==> config.mk <==
export PLATFORM = sky130hd
export DESIGN_NAME = fifo_read_streamer_flat
export DESIGN_NICKNAME = d
export VERILOG_FILES = /design/src/rtl/fifo_read_streamer_if.sv /design/src/rtl/fifo_read_streamer.sv /design/src/flat_wrapper.sv
export SDC_FILE = /design/constraint.sdc
export NUM_CORES = 1
export LEC_CHECK = 0
export BUFFER_PORTS_ARGS = -buffer_cell sky130_fd_sc_hd__buf_2
export CORE_UTILIZATION = 56
export CTS_BUF_LIST = sky130_fd_sc_hd__clkbuf_4 sky130_fd_sc_hd__clkbuf_8
export CTS_CLUSTER_DIAMETER = 60
export DETAILED_ROUTE_END_ITERATION = 10
export GPL_TIMING_DRIVEN = 0
export PLACE_DENSITY_LB_ADDON = 0.08
export SYNTH_ARGS = -nofsm -noshare
export SYNTH_HDL_FRONTEND = slang
export SYNTH_SLANG_ARGS = --single-unit
==> constraint.sdc <==
create_clock -name clk -period 3.1 [get_ports clk]
set_clock_uncertainty 0.2 [all_clocks]
set_input_delay 0.62 -clock clk [delete_from_list [all_inputs] [get_ports clk]]
set_output_delay 0.62 -clock clk [all_outputs]
set_load 0.05 [all_outputs]
==> src/rtl/fifo_read_streamer_if.sv <==
// fifo_read_streamer_if
// ---------------------------------------------------------------------------
// Bundles the two handshakes that fifo_read_streamer sits between:
//   FIFO read port : fifo_empty, fifo_underflow, fifo_dout (from the FIFO),
//                    fifo_rd_en (to the FIFO)
//   Output stream  : m_valid, m_data (to downstream), m_ready (from downstream)
//
// Modports:
//   master : the streamer's view (drives fifo_rd_en, m_valid, m_data)
//   slave  : the environment's view (FIFO plus downstream consumer)
//
// FIFO_WIDTH must match the FIFO_WIDTH of the streamer it connects to.
// ---------------------------------------------------------------------------
interface fifo_read_streamer_if #(
  parameter int FIFO_WIDTH = 16
);

  // FIFO read side
  logic                  fifo_empty;
  logic                  fifo_underflow;
  logic [FIFO_WIDTH-1:0] fifo_dout;
  logic                  fifo_rd_en;

  // Downstream valid/ready stream
  logic                  m_valid;
  logic [FIFO_WIDTH-1:0] m_data;
  logic                  m_ready;

  modport master (
    input  fifo_empty,
    input  fifo_underflow,
    input  fifo_dout,
    output fifo_rd_en,
    output m_valid,
    output m_data,
    input  m_ready
  );

  modport slave (
    output fifo_empty,
    output fifo_underflow,
    output fifo_dout,
    input  fifo_rd_en,
    input  m_valid,
    input  m_data,
    output m_ready
  );

endinterface

==> src/rtl/fifo_read_streamer.sv <==
// fifo_read_streamer
// ---------------------------------------------------------------------------
// Drain end of the project FIFO. Watches the FIFO empty flag, issues
// fifo_rd_en whenever there is room for the returning word, captures
// fifo_dout one cycle later into a 2-entry skid buffer and presents the head
// entry on a valid/ready stream. A read is never issued while the FIFO is
// empty.
//
// Ports:
//   clk            in   single clock, everything on posedge
//   rst            in   synchronous, active-high reset
//   flush          in   level; drops buffered and in-flight words at the
//                       next edge and blocks new reads while high
//   bus            if   fifo_read_streamer_if.master
//                       (fifo_empty, fifo_underflow, fifo_dout -> in,
//                        fifo_rd_en -> out, m_valid/m_data -> out,
//                        m_ready -> in)
//   err_underflow  out  sticky; the FIFO reported underflow on a read this
//                       block issued (cleared only by rst)
//
// Optional build macro FIFO_READ_STREAMER_STATS_EN adds:
//   rd_count       out  32-bit saturating count of captured words
//   stall_count    out  32-bit saturating count of cycles with
//                       m_valid=1 and m_ready=0
//   Both clear on rst only; flush leaves them alone.
//
// Parameters:
//   FIFO_WIDTH  data word width
//   SKID_DEPTH  skid buffer entries; the pointer logic assumes exactly 2
//
// Timing note: fifo_rd_en is combinational from m_ready, fifo_empty and
// flush. Downstream logic must not derive m_ready from fifo_rd_en.
// ---------------------------------------------------------------------------
module fifo_read_streamer #(
  parameter int FIFO_WIDTH = 16,
  parameter int SKID_DEPTH = 2
) (
  input  logic                 clk,
  input  logic                 rst,
  input  logic                 flush,
  fifo_read_streamer_if.master bus,
  output logic                 err_underflow
`ifdef FIFO_READ_STREAMER_STATS_EN
  ,
  output logic [31:0]          rd_count,
  output logic [31:0]          stall_count
`endif
);

  // Reads may be outstanding only while buffered + in-flight words, after
  // this cycle's pop, stay below the buffer size.
  localparam logic [2:0] CREDIT_LIMIT = 3'(SKID_DEPTH);

  // ------------------------------------------------------------------------
  // State
  // ------------------------------------------------------------------------
  logic [1:0]            occ;
  logic                  inflight;
  logic                  hd;
  logic [FIFO_WIDTH-1:0] skid_buf [2];

  // ------------------------------------------------------------------------
  // Per-cycle decode
  // ------------------------------------------------------------------------
  logic                  m_valid_int;
  logic                  pop;
  logic                  capture;
  logic                  underflow_hit;
  logic                  rd_en;
  logic                  tail;
  logic [1:0]            occ_after_pop;
  logic [1:0]            occ_next;
  logic [2:0]            credit_used;

  assign m_valid_int = (occ != 2'd0);
  assign pop         = m_valid_int & bus.m_ready;

  // Output side: m_data is a plain mux of buffer registers, so there is no
  // combinational path from fifo_dout to the stream.
  assign bus.m_valid    = m_valid_int;
  assign bus.m_data     = skid_buf[hd];
  assign bus.fifo_rd_en = rd_en;

  // Read-credit check, capture qualification and the slot the returning
  // word lands in. The tail slot is hd+occ (mod 2); that is the same slot as
  // new_head+occ_after_pop, so a pop and a capture in one cycle put the new
  // word directly behind the popped one.
  always_comb begin
    occ_after_pop = occ - {1'b0, pop};
    credit_used   = {1'b0, occ} + {2'b00, inflight} - {2'b00, pop};
    rd_en         = 1'b0;
    capture       = 1'b0;
    underflow_hit = 1'b0;
    tail          = hd ^ occ[0];

    if (!rst && !flush && !bus.fifo_empty && (credit_used < CREDIT_LIMIT)) begin
      rd_en = 1'b1;
    end

    if (inflight && !flush) begin
      if (bus.fifo_underflow) begin
        underflow_hit = 1'b1;
      end else begin
        capture = 1'b1;
      end
    end

    occ_next = occ_after_pop + {1'b0, capture};
  end

  // ------------------------------------------------------------------------
  // Occupancy, head pointer and in-flight tracking
  // ------------------------------------------------------------------------

  // Flush empties the buffer and rewinds the head; the in-flight flag simply
  // follows fifo_rd_en, which is already forced low during rst and flush,
  // so a word returning during a flush cycle is never captured.
  always_ff @(posedge clk) begin
    if (rst) begin
      occ      <= 2'd0;
      hd       <= 1'b0;
      inflight <= 1'b0;
    end else if (flush) begin
      occ      <= 2'd0;
      hd       <= 1'b0;
      inflight <= rd_en;
    end else begin
      occ      <= occ_next;
      hd       <= hd ^ pop;
      inflight <= rd_en;
    end
  end

  // ------------------------------------------------------------------------
  // Skid buffer storage
  // ------------------------------------------------------------------------

  // Only the tail slot is written; the head slot is never touched while it
  // is being presented, which keeps m_data stable under backpressure.
  always_ff @(posedge clk) begin
    if (rst) begin
      for (int i = 0; i < 2; i++) begin
        skid_buf[i] <= '0;
      end
    end else if (capture) begin
      skid_buf[tail] <= bus.fifo_dout;
    end
  end

  // ------------------------------------------------------------------------
  // Sticky underflow error
  // ------------------------------------------------------------------------

  // Set when the FIFO flags underflow on a word we asked for; the word is
  // discarded. Flush does not clear it, only rst does.
  always_ff @(posedge clk) begin
    if (rst) begin
      err_underflow <= 1'b0;
    end else if (underflow_hit) begin
      err_underflow <= 1'b1;
    end
  end

`ifdef FIFO_READ_STREAMER_STATS_EN
  // ------------------------------------------------------------------------
  // Statistics counters
  // ------------------------------------------------------------------------
  localparam logic [31:0] COUNT_MAX = 32'hFFFF_FFFF;

  // Captured-word counter, saturating, untouched by flush.
  always_ff @(posedge clk) begin
    if (rst) begin
      rd_count <= 32'd0;
    end else if (capture && (rd_count != COUNT_MAX)) begin
      rd_count <= rd_count + 32'd1;
    end
  end

  // Backpressure cycle counter, saturating, untouched by flush.
  always_ff @(posedge clk) begin
    if (rst) begin
      stall_count <= 32'd0;
    end else if (m_valid_int && !bus.m_ready && (stall_count != COUNT_MAX)) begin
      stall_count <= stall_count + 32'd1;
    end
  end
`endif

endmodule

==> src/flat_wrapper.sv <==
// flat-port wrapper written by rule: the top's interface ports become plain ports
module fifo_read_streamer_flat 
#(
  parameter int FIFO_WIDTH = 16,
  parameter int SKID_DEPTH = 2
)
  (clk, rst, flush, err_underflow, bus_fifo_empty, bus_fifo_underflow, bus_fifo_dout, bus_fifo_rd_en, bus_m_valid, bus_m_data, bus_m_ready);
  fifo_read_streamer_if #(.FIFO_WIDTH(FIFO_WIDTH)) bus_i ();
  input  logic clk;
  input  logic rst;
  input  logic flush;
  output logic err_underflow;
  input wire logic [$bits(bus_i.fifo_empty)-1:0] bus_fifo_empty;
  input wire logic [$bits(bus_i.fifo_underflow)-1:0] bus_fifo_underflow;
  input wire logic [$bits(bus_i.fifo_dout)-1:0] bus_fifo_dout;
  output wire logic [$bits(bus_i.fifo_rd_en)-1:0] bus_fifo_rd_en;
  output wire logic [$bits(bus_i.m_valid)-1:0] bus_m_valid;
  output wire logic [$bits(bus_i.m_data)-1:0] bus_m_data;
  input wire logic [$bits(bus_i.m_ready)-1:0] bus_m_ready;
  assign bus_i.fifo_empty = bus_fifo_empty;
  assign bus_i.fifo_underflow = bus_fifo_underflow;
  assign bus_i.fifo_dout = bus_fifo_dout;
  assign bus_fifo_rd_en = bus_i.fifo_rd_en;
  assign bus_m_valid = bus_i.m_valid;
  assign bus_m_data = bus_i.m_data;
  assign bus_i.m_ready = bus_m_ready;
  fifo_read_streamer #(.FIFO_WIDTH(FIFO_WIDTH), .SKID_DEPTH(SKID_DEPTH)) u_core (.clk(clk), .rst(rst), .flush(flush), .bus(bus_i), .err_underflow(err_underflow));
endmodule
Word level (Yosys, flattened, before mapping)
Memories as Yosys holds them, arrays and structs flattened. A register that Yosys moved wholly into a read port is not among the register bits.
Cells that the tools add are included.

word-level totals
  register bits after elaboration = 5
  memory bits (read-only) = 0
  RAM bits = 32
  logic and storage cells = 37
  bits in latches = 0
  memories = 1

operators by class
  shifts and indexed selects = 0
  bitwise logic cells = 3
  reduce and logical (&&, ||, !) cells = 10
  multipliers = 0
  multiplexer cells = 14
  divide/modulo/power cells = 0
  equality and inequality tests = 0
  add/sub/neg operators = 4
  magnitude comparators = 1

memories
  name             depth  width  rd ports  clocked after memory_dff  write ports  line                      text
  u_core.skid_buf  2      16     1         1                         2            fifo_read_streamer.sv:60  logic [FIFO_WIDTH-1:0] skid_buf [2];

operators by type and width
  cell                  count
  $mux W16              1
  $reduce_or A16 Y1     1
  $mux W1               13
  $logic_and A1 B1 Y1   4
  $add A2 B1 Y3         1
  $logic_not A1 Y1      3
  $lt A3 B2 Y1 const B  1
  $sub A3 B1 Y3         1
  $add A2 B1 Y2         1
  $reduce_bool A2 Y1    1
  $reduce_or A2 Y1      1
  $sub A2 B1 Y2         1
  $xor A1 B1 Y1         2
  $and A1 B1 Y1         1

Logic depth before layout (Yosys ltp)
Gate-level depths: netlist of the first run.

  word-level depth = 8
  depth in mapped cells = 7
  mapped depth without buffers = 7

Worst setup path after synthesis of the first run
Ideal clock, no wire load.

  kind = input -> output
  start = input bus_m_ready
  end = output bus_fifo_rd_en
  stages on the path = 7
  slack = -0.869 ns
  arrival = 3.149 ns
  cell sequence = o21a_1 -> ha_1 -> inv_1 -> nand2_1 -> fa_1 -> nand2b_1 -> nor4_1

on the way
  word-level cells in the longest chain between the ends = 5

RTL lines
  element              line                      text
  start: declaration   flat_wrapper.sv:19        input wire logic [$bits(bus_i.m_ready)-1:0] bus_m_ready;
  $and A1 B1 Y1        fifo_read_streamer.sv:76  assign pop = m_valid_int & bus.m_ready;
  $sub A3 B1 Y3        fifo_read_streamer.sv:90  credit_used = {1'b0, occ} + {2'b00, inflight} - {2'b00, pop};
  $lt A3 B2 Y1         fifo_read_streamer.sv:96  if (!rst && !flush && !bus.fifo_empty && (credit_used < CREDIT_LIMIT)) begin
  $logic_and A1 B1 Y1  fifo_read_streamer.sv:96
  $mux W1              fifo_read_streamer.sv:96
  end: declaration     flat_wrapper.sv:16        output wire logic [$bits(bus_i.fifo_rd_en)-1:0] bus_fifo_rd_en;

Every way passes these cells.

Final worst setup path of the first run
  start = register u_core.occ[1]
  end = output bus_fifo_rd_en

on the way
  word-level cells in the longest chain between the ends = 6
  elaborated cells on any way between the ends = 7
  those cells by class = 2 x add/sub; 1 x order compare; 1 x mux; 1 x bitwise; 2 x reduce/logical

RTL lines
  element                                                                line                       text
  start: declaration                                                     fifo_read_streamer.sv:57   logic [1:0] occ;
  start signal: assignment                                               fifo_read_streamer.sv:128  occ <= occ_next;
  parallel branches: the longest is 2 deep, another holds $add A2 B1 Y3  --
  $sub A3 B1 Y3 *                                                        fifo_read_streamer.sv:90
  $lt A3 B2 Y1 *                                                         fifo_read_streamer.sv:96
  $logic_and A1 B1 Y1 *                                                  fifo_read_streamer.sv:96
  $mux W1 *                                                              fifo_read_streamer.sv:96

Mark *: on every way between the ends.

==> impl_metrics.csv, run 1 <==
group,metric,value,unit
setup_path,reg2reg_from,"u_core.hd",
power,vdd.ir_drop.worst,0.000240,V
grt,grt_pass1_vias,1175,
grt,grt-ovfl-total,0,
power,p_seq_share,60.5,%
final_layout,areaGrowthSynthToFinish,18.1,%
final_layout,final_design_area_no_fill,2310,µm²
final_layout,post-route-util,69.1,%
floorplan,dieArea,3730,µm²
synthesis,synthFlopType,"edfxtp_1",
run_status,violations,"setup timing",
setup_path,cp_cell_sequence,"o21a_1, ha_1, inv_1, nand2_1, fa_1, nand2b_1, nor4_4, buf_6",
floorplan,die_x,61.0,µm
synthesis,synth_edf_count,32,
setup_path,required,2280,ps
synthesis,synthCells,141,
final_layout,layout_commonest_cell,"buf_2",
power,leakage,0.973,nW
synthesis,syn-cell-area,1950,µm²
setup_path,reg2reg_to,"u_core.skid_buf[1][1]",
final_layout,drive_gt1_share,58.9,%
timing,fmax,0.322,GHz
final_layout,diodes,0,
clock_tree,htreeDepth,2,
floorplan,rows,21,
floorplan,core_area,3340,µm²
place,io_buffers,38,
setup_path,endpoint,"bus_fifo_rd_en",
power,pwr_density_cell,401,nW/µm²
detailed_routing,first_iter_violations,32,
setup_path,critPathMaxFanout,2,
setup_path,cp-start-kind,"register",
power,combPwrFrac,12.4,%
place,pre_cts_slack,-36.8,ps
place,dp_hpwl,2180,µm
timing,fin_crit,3110,ps
setup_path,critPathMaxStageDelay,480,ps
place,placed_area,2210,µm²
synthesis,syn_area_per_cell,13.8,µm²
clock_tree,clkTransAtPathRegs,100,ps
synthesis,synth-seq-area-share,54.4,%
synthesis,yosysWarnings,0,
power,p_sw_share,26.0,%
clock_tree,worst_skew_pair.late_latency,340,ps
power,internal_power,685,µW
final_layout,nFillCells,258,
timing,rsz0062_at_grt,"yes",
grt,grt_max_degree,17,
power,p_total,925,µW
place,gp_congestion,0.705,
setup_path,ff2ff_path_depth,3,
floorplan,die_h,61.0,µm
synthesis,synthArstFlopShare,0,%
grt,grt_pass1_wl,5150,µm
final_layout,final_cell_mix,"41 x buf_2, 32 x edfxtp_1, 30 x nor3_2",
timing,drv_slew,0,
setup_path,r2r_slack,850,ps
timing,setup_viol,1,
timing,slew-limit-headroom,52.3,%
synthesis,synth_nets,167,
run_status,status,"finished with violations",
power,power_frac_clock,27.2,%
clock_tree,cts_tree,"done",
detailed_routing,final_antenna_net_count,0,
setup_path,cp.arrival,2290,ps
setup_path,critical_path_class,"register to primary output",
min_path,hp-class,"register to register",
detailed_routing,via_count,1225,
synthesis,synth_cell_types,24,
floorplan,initial_core_util,58.5,%
detailed_routing,drtPass1Iterations,2,
clock_tree,clock-root-buffer,"clkbuf_4",
clock_tree,clock_sinks,37,
power,power_switching,240,µW
timing,period_share,100,%
timing,tns,-9.83,ps
flow_run,cap_violations,0,
detailed_routing,drt-total-wl,3280,µm
grt,antenna_found_initial,0,
synthesis,ys_ff_latch,37,
timing,setup_ws,-9.83,ps
grt,grt_usage,20.0,%
timing,worstMarginPinSlew,715,ps
final_layout,nNetsFinal,215,
detailed_routing,vias_per_cell,5.19,
detailed_routing,drc,0,
setup_path,crit_slowest_cell,"fa_1",
clock_tree,clockBufferDepth,2,
detailed_routing,wl_per_cell,13.9,µm
setup_path,end_kind,"primary output",
timing,finalHoldViolations,0,
setup_path,startpoint,"u_core.occ[1]",
floorplan,ioPinCount,41,
clock_tree,cts-buffers-inserted,5,
synthesized netlist by cell type (all sizes together) (3+ instances only):
cell / instances / area, µm²
buf: 10 / 83.8
ha: 3 / 37.5
inv: 21 / 78.8
dfxtp: 5 / 100
edfxtp: 32 / 961
nor3: 34 / 320
mux2: 17 / 191
nor3b: 3 / 22.5
layout make-up:
cell class                 instances  area [µm²]  area share, %
buffer                            10        83.8           3.64
clock buffer                       6        45.0           1.95
clock inverter                     2        10.0          0.434
inverter                          21        78.8           3.42
multi-input combinational         73         743           32.2
sequential                        37        1070           46.3
tap                               46        57.6           2.50
timing repair buffer              41         219           9.50
repair_timing:
item | 4_1_cts | 5_1_grt
pin swaps | 0 | 0
endpoints found under the setup margin | 1 | 1
gates cloned | 0 | 0
setup buffers | 3 | 0
gates resized for setup | 6 | 0
hold buffers | 0 | 0
cell families (layout without fill, tap and decap cells):
logic type,count (synthesis),count (layout),share of synthesized area [%]
AO/OA/AOI/OAI,4,4,1.41
XOR/XNOR,4,4,3.14
adder cells (fa/ha/maj),4,4,2.95
buffers and inverters,31,80,8.33
flip-flops,37,37,54.4
multiplexers,17,17,9.81
AND/OR/NAND/NOR,44,44,20.0
worst min path at each step:
stage / start / to / slack, ps / cells after the start
global placement: u_core.err_underflow / u_core.err_underflow / 230 / 2
finish: u_core.err_underflow / u_core.err_underflow / 250 / 2
detailed placement: u_core.err_underflow / u_core.err_underflow / 240 / 2
global route: u_core.err_underflow / u_core.err_underflow / 280 / 2
CTS: u_core.err_underflow / u_core.err_underflow / 250 / 2
floorplan: u_core.inflight / u_core.err_underflow / 280 / 2
sequential cells by signal, summed over array words and instances (netlist names):
signal	cells
u_core.hd	1
u_core.skid_buf	32
u_core.inflight	1
u_core.occ	2
u_core.err_underflow	1
metal layers:
layer  GRT usage (%)  wire, µm  vias to the layer above
li1                -         -                      596
met1            23.4      1420                      592
met2            33.9      1650                       31
met3            4.83       151                        6
met4            10.7        50                        0
met5               0         0                        -
critical path, delay by kind of cell (launching register included):
kind / cells / cell delay [ps]
adders and majority gates: 2 / 750
DFF: 1 / 350
and+or+nand+nor: 3 / 390
buffers and inverters: 2 / 260
AOI/OAI and AO/OA: 1 / 200
power by group through the flow:
stage          clock network [mW]  registers (mW)  logic (mW)
2_1_floorplan                   0           0.572      0.0813
3_3_place_gp                    0           0.572       0.110
3_5_place_dp                    0           0.573       0.112
4_1_cts                     0.254           0.559       0.115
5_1_grt                     0.281           0.562       0.123
6_report                    0.251           0.559       0.114
through the flow:
| stage | hold slack (ps) | cells |
|---|---|---|
| floorplan | 277 | 141 |
| global placement | 230 | 225 |
| detailed placement | 239 | 225 |
| CTS | 254 | 236 |
| global route | 279 | 236 |
| finish | 250 | 236 |
No activity file was read; power rests on OpenSTA's default activity.
==> inputs of run 2 (changes only) <==
- PLACE_DENSITY: unset -> 0.81
- PLACE_DENSITY_LB_ADDON: 0.08 -> unset
==> run 2 against run 1 <==
  * The flow still finishes with violations (setup timing)
  * Final cell count decreased by 1.3%
  * Register-to-register slack improved by 30 ps
  * Die area unchanged
  * Design area fell by 1.0%
  * Total power fell by 1.2%
  * Worst hold slack is essentially flat
  * Clock power decreased by 5%
  * First-iteration DRC count fell by 3.1%
  * Sequential share of layout area rose by 0.37 points
  * Combinational power about the same
  * Maximum frequency is 1.8% lower
==> impl_metrics.csv, run 2 (synthesis results as in run 1) <==
group,metric,value,unit
timing,drv_slew,0,
power,p_total,914,µW
flow_run,cap_violations,0,
timing,rsz0062_at_grt,"yes",
power,pwr_density_cell,400,nW/µm²
setup_path,required,2280,ps
setup_path,critPathMaxFanout,4,
setup_path,cp-start-kind,"register",
final_layout,final_cell_mix,"41 x buf_2, 32 x edfxtp_1, 30 x nor3_2",
run_status,status,"finished with violations",
floorplan,initial_core_util,58.5,%
clock_tree,clkTransAtPathRegs,100,ps
grt,antenna_found_initial,0,
clock_tree,clock_sinks,37,
detailed_routing,first_iter_violations,31,
timing,period_share,102,%
timing,setup_ws,-68.0,ps
final_layout,largest_reg_flops,32,
min_path,hp-class,"register to register",
place,dp_hpwl,2330,µm
final_layout,post-route-util,68.4,%
detailed_routing,final_antenna_net_count,0,
grt,grt_max_degree,17,
timing,finalHoldViolations,0,
grt,grt_pass1_vias,1089,
clock_tree,cts_hold_buf,0,
power,p_seq_share,61.3,%
floorplan,ioPinCount,41,
setup_path,crit_slowest_cell,"fa_1",
timing,fin_crit,3170,ps
power,internal_power,681,µW
setup_path,cp.arrival,2350,ps
setup_path,critPathTopFamily,"adder cells",
power,leakage,0.956,nW
final_layout,nNetsFinal,213,
power,power_frac_clock,26.2,%
floorplan,die_h,61.0,µm
run_status,violations,"setup timing",
power,p_sw_share,25.5,%
clock_tree,htreeDepth,2,
timing,slew-limit-headroom,53.2,%
floorplan,die_x,61.0,µm
timing,setup_viol,1,
clock_tree,clockBufferDepth,2,
detailed_routing,drc,0,
clock_tree,cts-buffers-inserted,5,
place,io_buffers,38,
detailed_routing,vias_per_cell,5.13,
floorplan,dieArea,3730,µm²
setup_path,crit_buf_inv,2,
final_layout,layout_commonest_cell,"buf_2",
setup_path,cp_cell_sequence,"o21a_1, ha_1, inv_1, nand2_1, fa_1, nand2b_1, nor4_4, buf_6",
clock_tree,clock-root-buffer,"clkbuf_4",
final_layout,multiInputGateArea,743,µm²
setup_path,critical_path_class,"register to primary output",
place,pre_cts_slack,-57.9,ps
final_layout,register_area,1070,µm²
final_layout,diodes,0,
place,gp_congestion,0.697,
final_layout,largestRegisters,"u_core.skid_buf x32, u_core.occ x2",
timing,fmax,0.316,GHz
setup_path,critPathMaxStageDelay,480,ps
detailed_routing,drt-total-wl,3340,µm
final_layout,drive_gt1_share,57.8,%
floorplan,core_area,3340,µm²
detailed_routing,via_count,1196,
final_layout,final_design_area_no_fill,2280,µm²
power,combPwrFrac,12.5,%
floorplan,rows,21,
clock_tree,worst_skew_pair.late_latency,340,ps
grt,grt-ovfl-total,0,
detailed_routing,wl_per_cell,14.4,µm
final_layout,regMostFlops,"u_core.skid_buf",
place,placed_area,2210,µm²
final_layout,areaGrowthSynthToFinish,16.9,%
power,vdd.ir_drop.worst,0.000223,V
clock_tree,cts_tree,"done",
detailed_routing,drtPass1Iterations,4,
setup_path,end_kind,"primary output",
final_layout,nFillCells,248,
timing,worstMarginPinSlew,701,ps
grt,grt_pass1_wl,5080,µm
grt,grt_usage,19.9,%
power,power_switching,233,µW
==> run 2: cell count changes in the layout (fill, tap and decap cells not counted) <==
| cell | before | now |
|---|---|---|
| buf_4 | 4 | 2 |
| clkinv_1 | 0 | 1 |
| clkinv_2 | 2 | 0 |
| dfxtp_2 | 0 | 1 |
| dfxtp_4 | 2 | 1 |
==> run 2: power groups by stage <==
stage / Sequential (mW) / Clock, mW / Combinational (mW)
finish: 0.560 / 0.239 / 0.114
global route: 0.562 / 0.263 / 0.122
CTS: 0.560 / 0.243 / 0.115
detailed placement: 0.573 / 0 / 0.113
global placement: 0.572 / 0 / 0.110
floorplan: 0.572 / 0 / 0.0813
==> run 2: timing repair <==
| item | 4_1_cts | 5_1_grt |
|---|---|---|
| gates cloned | 0 | 0 |
| setup endpoints to repair | 1 | 1 |
| setup buffers | 1 | 0 |
| endpoints found under the hold margin | 0 | 0 |
| resized for setup | 5 | 0 |
==> run 2: path summary, 6_finish.rpt <==
kind / startpoint / end / slack [ps] / depth (start not counted)
hold / removal: u_core.err_underflow / u_core.err_underflow / 250 / 2
setup / recovery: u_core.occ[1] / bus_fifo_rd_en / -70 / 8
hold reg to reg: u_core.err_underflow / u_core.err_underflow / 250 / 2
setup reg to reg: u_core.hd / u_core.skid_buf[1][12] / 880 / 3
==> run 2: through the flow <==
stage / TNS [ps] / std cells / hold WS, ps
after global placement: -27.4 / 225 / 230
after CTS: -78.7 / 233 / 257
after global routing: -209 / 233 / 283
final: -68.0 / 233 / 250
after floorplan: -8.32 / 141 / 277
after detailed placement: -57.9 / 225 / 242
==> run 2: worst min-delay path, stage by stage (launching register included) <==
cell,delay [ps]
dfxtp_1,320
inv_1,50
a21oi_1,50
==> run 2: final cells by class <==
cell class              instances  share of cell area [%]
flip-flops and latches         37                    46.7
multi-input cells              73                    32.6
repair buffers                 39                    8.94
plain buffers                  10                    3.67
inverters                      21                    3.45
well taps                      46                    2.52
clock buffers                   6                    1.97
clock inverters                 1                   0.164
==> run 2: per-layer routing <==
layer / track usage (%) / vias to the layer above / part of all wire (%)
met1: 24.6 / 575 / 42
met4: 10.7 / 0 / 2.2
met3: 4.41 / 7 / 3.1
li1: - / 588 / -
met2: 32.6 / 26 / 52
met5: 0 / - / 0
==> inputs of run 3 (changes only) <==
- ABC_AREA: unset -> 0
- GPL_ROUTABILITY_DRIVEN: unset -> 0
- SKIP_CTS_REPAIR_TIMING: unset -> 1
==> run 3 against run 2 <==
  * The flow still finishes with violations (setup timing)
  * Register-to-register slack worse by 90 ps
  * Critical path depth unchanged
  * Maximum frequency down 2.2%
  * Sequential share of layout area is 0.45 points lower
  * Combinational power about the same
  * Setup slack worse by 70 ps
==> impl_metrics.csv, run 3 (synthesis results as in run 1) <==
group,metric,value,unit
run_status,status,"finished with violations",
run_status,violations,"setup timing",
final_layout,nNetsFinal,216,
flow_run,cap_violations,0,
clock_tree,clockBufferDepth,2,
final_layout,areaGrowthSynthToFinish,18.3,%
power,leakage,0.970,nW
place,io_buffers,38,
timing,fin_crit,3240,ps
clock_tree,worst_skew_pair.late_latency,340,ps
timing,setup_ws,-138,ps
timing,finalHoldViolations,0,
grt,grt_usage,19.7,%
detailed_routing,via_count,1211,
timing,setup_viol,1,
timing,period_share,104,%
detailed_routing,first_iter_violations,28,
power,vdd.ir_drop.worst,0.000222,V
timing,worstMarginPinSlew,701,ps
final_layout,largestRegisters,"u_core.skid_buf x32, u_core.occ x2",
clock_tree,cts-buffers-inserted,5,
grt,antenna_found_initial,0,
final_layout,drive_gt1_share,59.5,%
timing,rsz0062_at_grt,"yes",
final_layout,diodes,0,
setup_path,required,2280,ps
setup_path,cp-start-kind,"register",
detailed_routing,drc,0,
final_layout,regMostFlops,"u_core.skid_buf",
final_layout,final_cell_mix,"41 x buf_2, 32 x edfxtp_1, 30 x nor3_2",
floorplan,core_area,3340,µm²
detailed_routing,drtPass1Iterations,4,
clock_tree,htreeDepth,2,
clock_tree,cts_tree,"done",
final_layout,layout_commonest_cell,"buf_2",
floorplan,ioPinCount,41,
min_path,hp-class,"register to register",
grt,grt_max_degree,17,
detailed_routing,vias_per_cell,5.13,
clock_tree,clock-root-buffer,"clkbuf_4",
grt,grt_pass1_wl,5030,µm
timing,drv_slew,0,
final_layout,largest_reg_flops,32,
place,dp.cells,225,
setup_path,critPathMaxFanout,3,
detailed_routing,final_antenna_net_count,0,
floorplan,rows,21,
power,pwr_density_cell,396,nW/µm²
grt,grt-ovfl-total,0,
timing,fmax,0.309,GHz
clock_tree,clkTransAtPathRegs,100,ps
setup_path,end_kind,"primary output",
setup_path,critical_path_class,"register to primary output",
floorplan,initial_core_util,58.5,%
floorplan,die_h,61.0,µm
detailed_routing,wl_per_cell,14.4,µm
clock_tree,clock_sinks,37,
place,dp_hpwl,2330,µm
floorplan,dieArea,3730,µm²
final_layout,nFillCells,245,
floorplan,die_x,61.0,µm
place,placed_area,2210,µm²
final_layout,final_design_area_no_fill,2310,µm²
final_layout,final_cell_count_no_fill,236,
timing,slew-limit-headroom,53.2,%
grt,grt_pass1_vias,1083,
setup_path,cp.arrival,2420,ps
detailed_routing,drt-total-wl,3400,µm
==> run 3: cell count changes in the layout (fill, tap and decap cells not counted), sizes merged <==
| cell | previous run | this run |
|---|---|---|
| buf | 49 | 52 |
==> run 3: worst paths after layout <==
check	to	slack [ps]	cells past startpoint	start
worst max-delay path	bus_fifo_rd_en	-140	8	u_core.occ[0]
worst min register to register	u_core.err_underflow	250	2	u_core.err_underflow
worst min-delay path	u_core.err_underflow	250	2	u_core.err_underflow
worst max register to register	u_core.inflight	790	8	u_core.occ[0]
==> run 3: final cells by class <==
type | instances | area, µm² | area share [%]
clock inverter | 1 | 3.75 | 0.163
tap | 46 | 57.6 | 2.49
timing repair buffer | 42 | 226 | 9.80
buffer | 10 | 83.8 | 3.63
inverter | 21 | 78.8 | 3.41
sequential | 37 | 1070 | 46.3
multi-input combinational | 73 | 746 | 32.3
clock buffer | 6 | 45.0 | 1.95
==> run 3: worst max-delay path, stage by stage, from the launching register on <==
cell and delay, ps:
dfxtp_4 360, o21a_1 200, ha_1 310, inv_2 70
nand2_2 50, fa_1 480, nand2b_1 110, nor4_4 300
buf_6 190
==> run 3: stage by stage <==
step | setup TNS, ps | setup slack [ps] | power [mW] | utilization, % | hold WS [ps]
after floorplan | -8.32 | -8.32 | 0.653 | - | 277
after global placement | -27.4 | -27.4 | 0.682 | 66.4 | 230
after detailed placement | -57.9 | -57.9 | 0.686 | 66.4 | 242
after CTS | -269 | -269 | 0.917 | 67.8 | 257
after global routing | -239 | -239 | 0.949 | 69.2 | 277
final | -138 | -138 | 0.914 | 69.2 | 249
==> run 3: report_power, final <==
part	total, mW	switching, mW	internal [mW]
sequential	0.560	0.00467	0.555
combinational	0.116	0.0805	0.0354
clock	0.238	0.147	0.0910
total	0.914	0.233	0.681
==> run 3: per-layer routing <==
layer / wire (µm) / vias to the layer above / track usage, %
li1: - / 597 / -
met1: 1400 / 581 / 24.3
met2: 1820 / 26 / 32.5
met3: 103 / 7 / 4.41
met4: 72 / 0 / 10.7
met5: 0 / - / 0
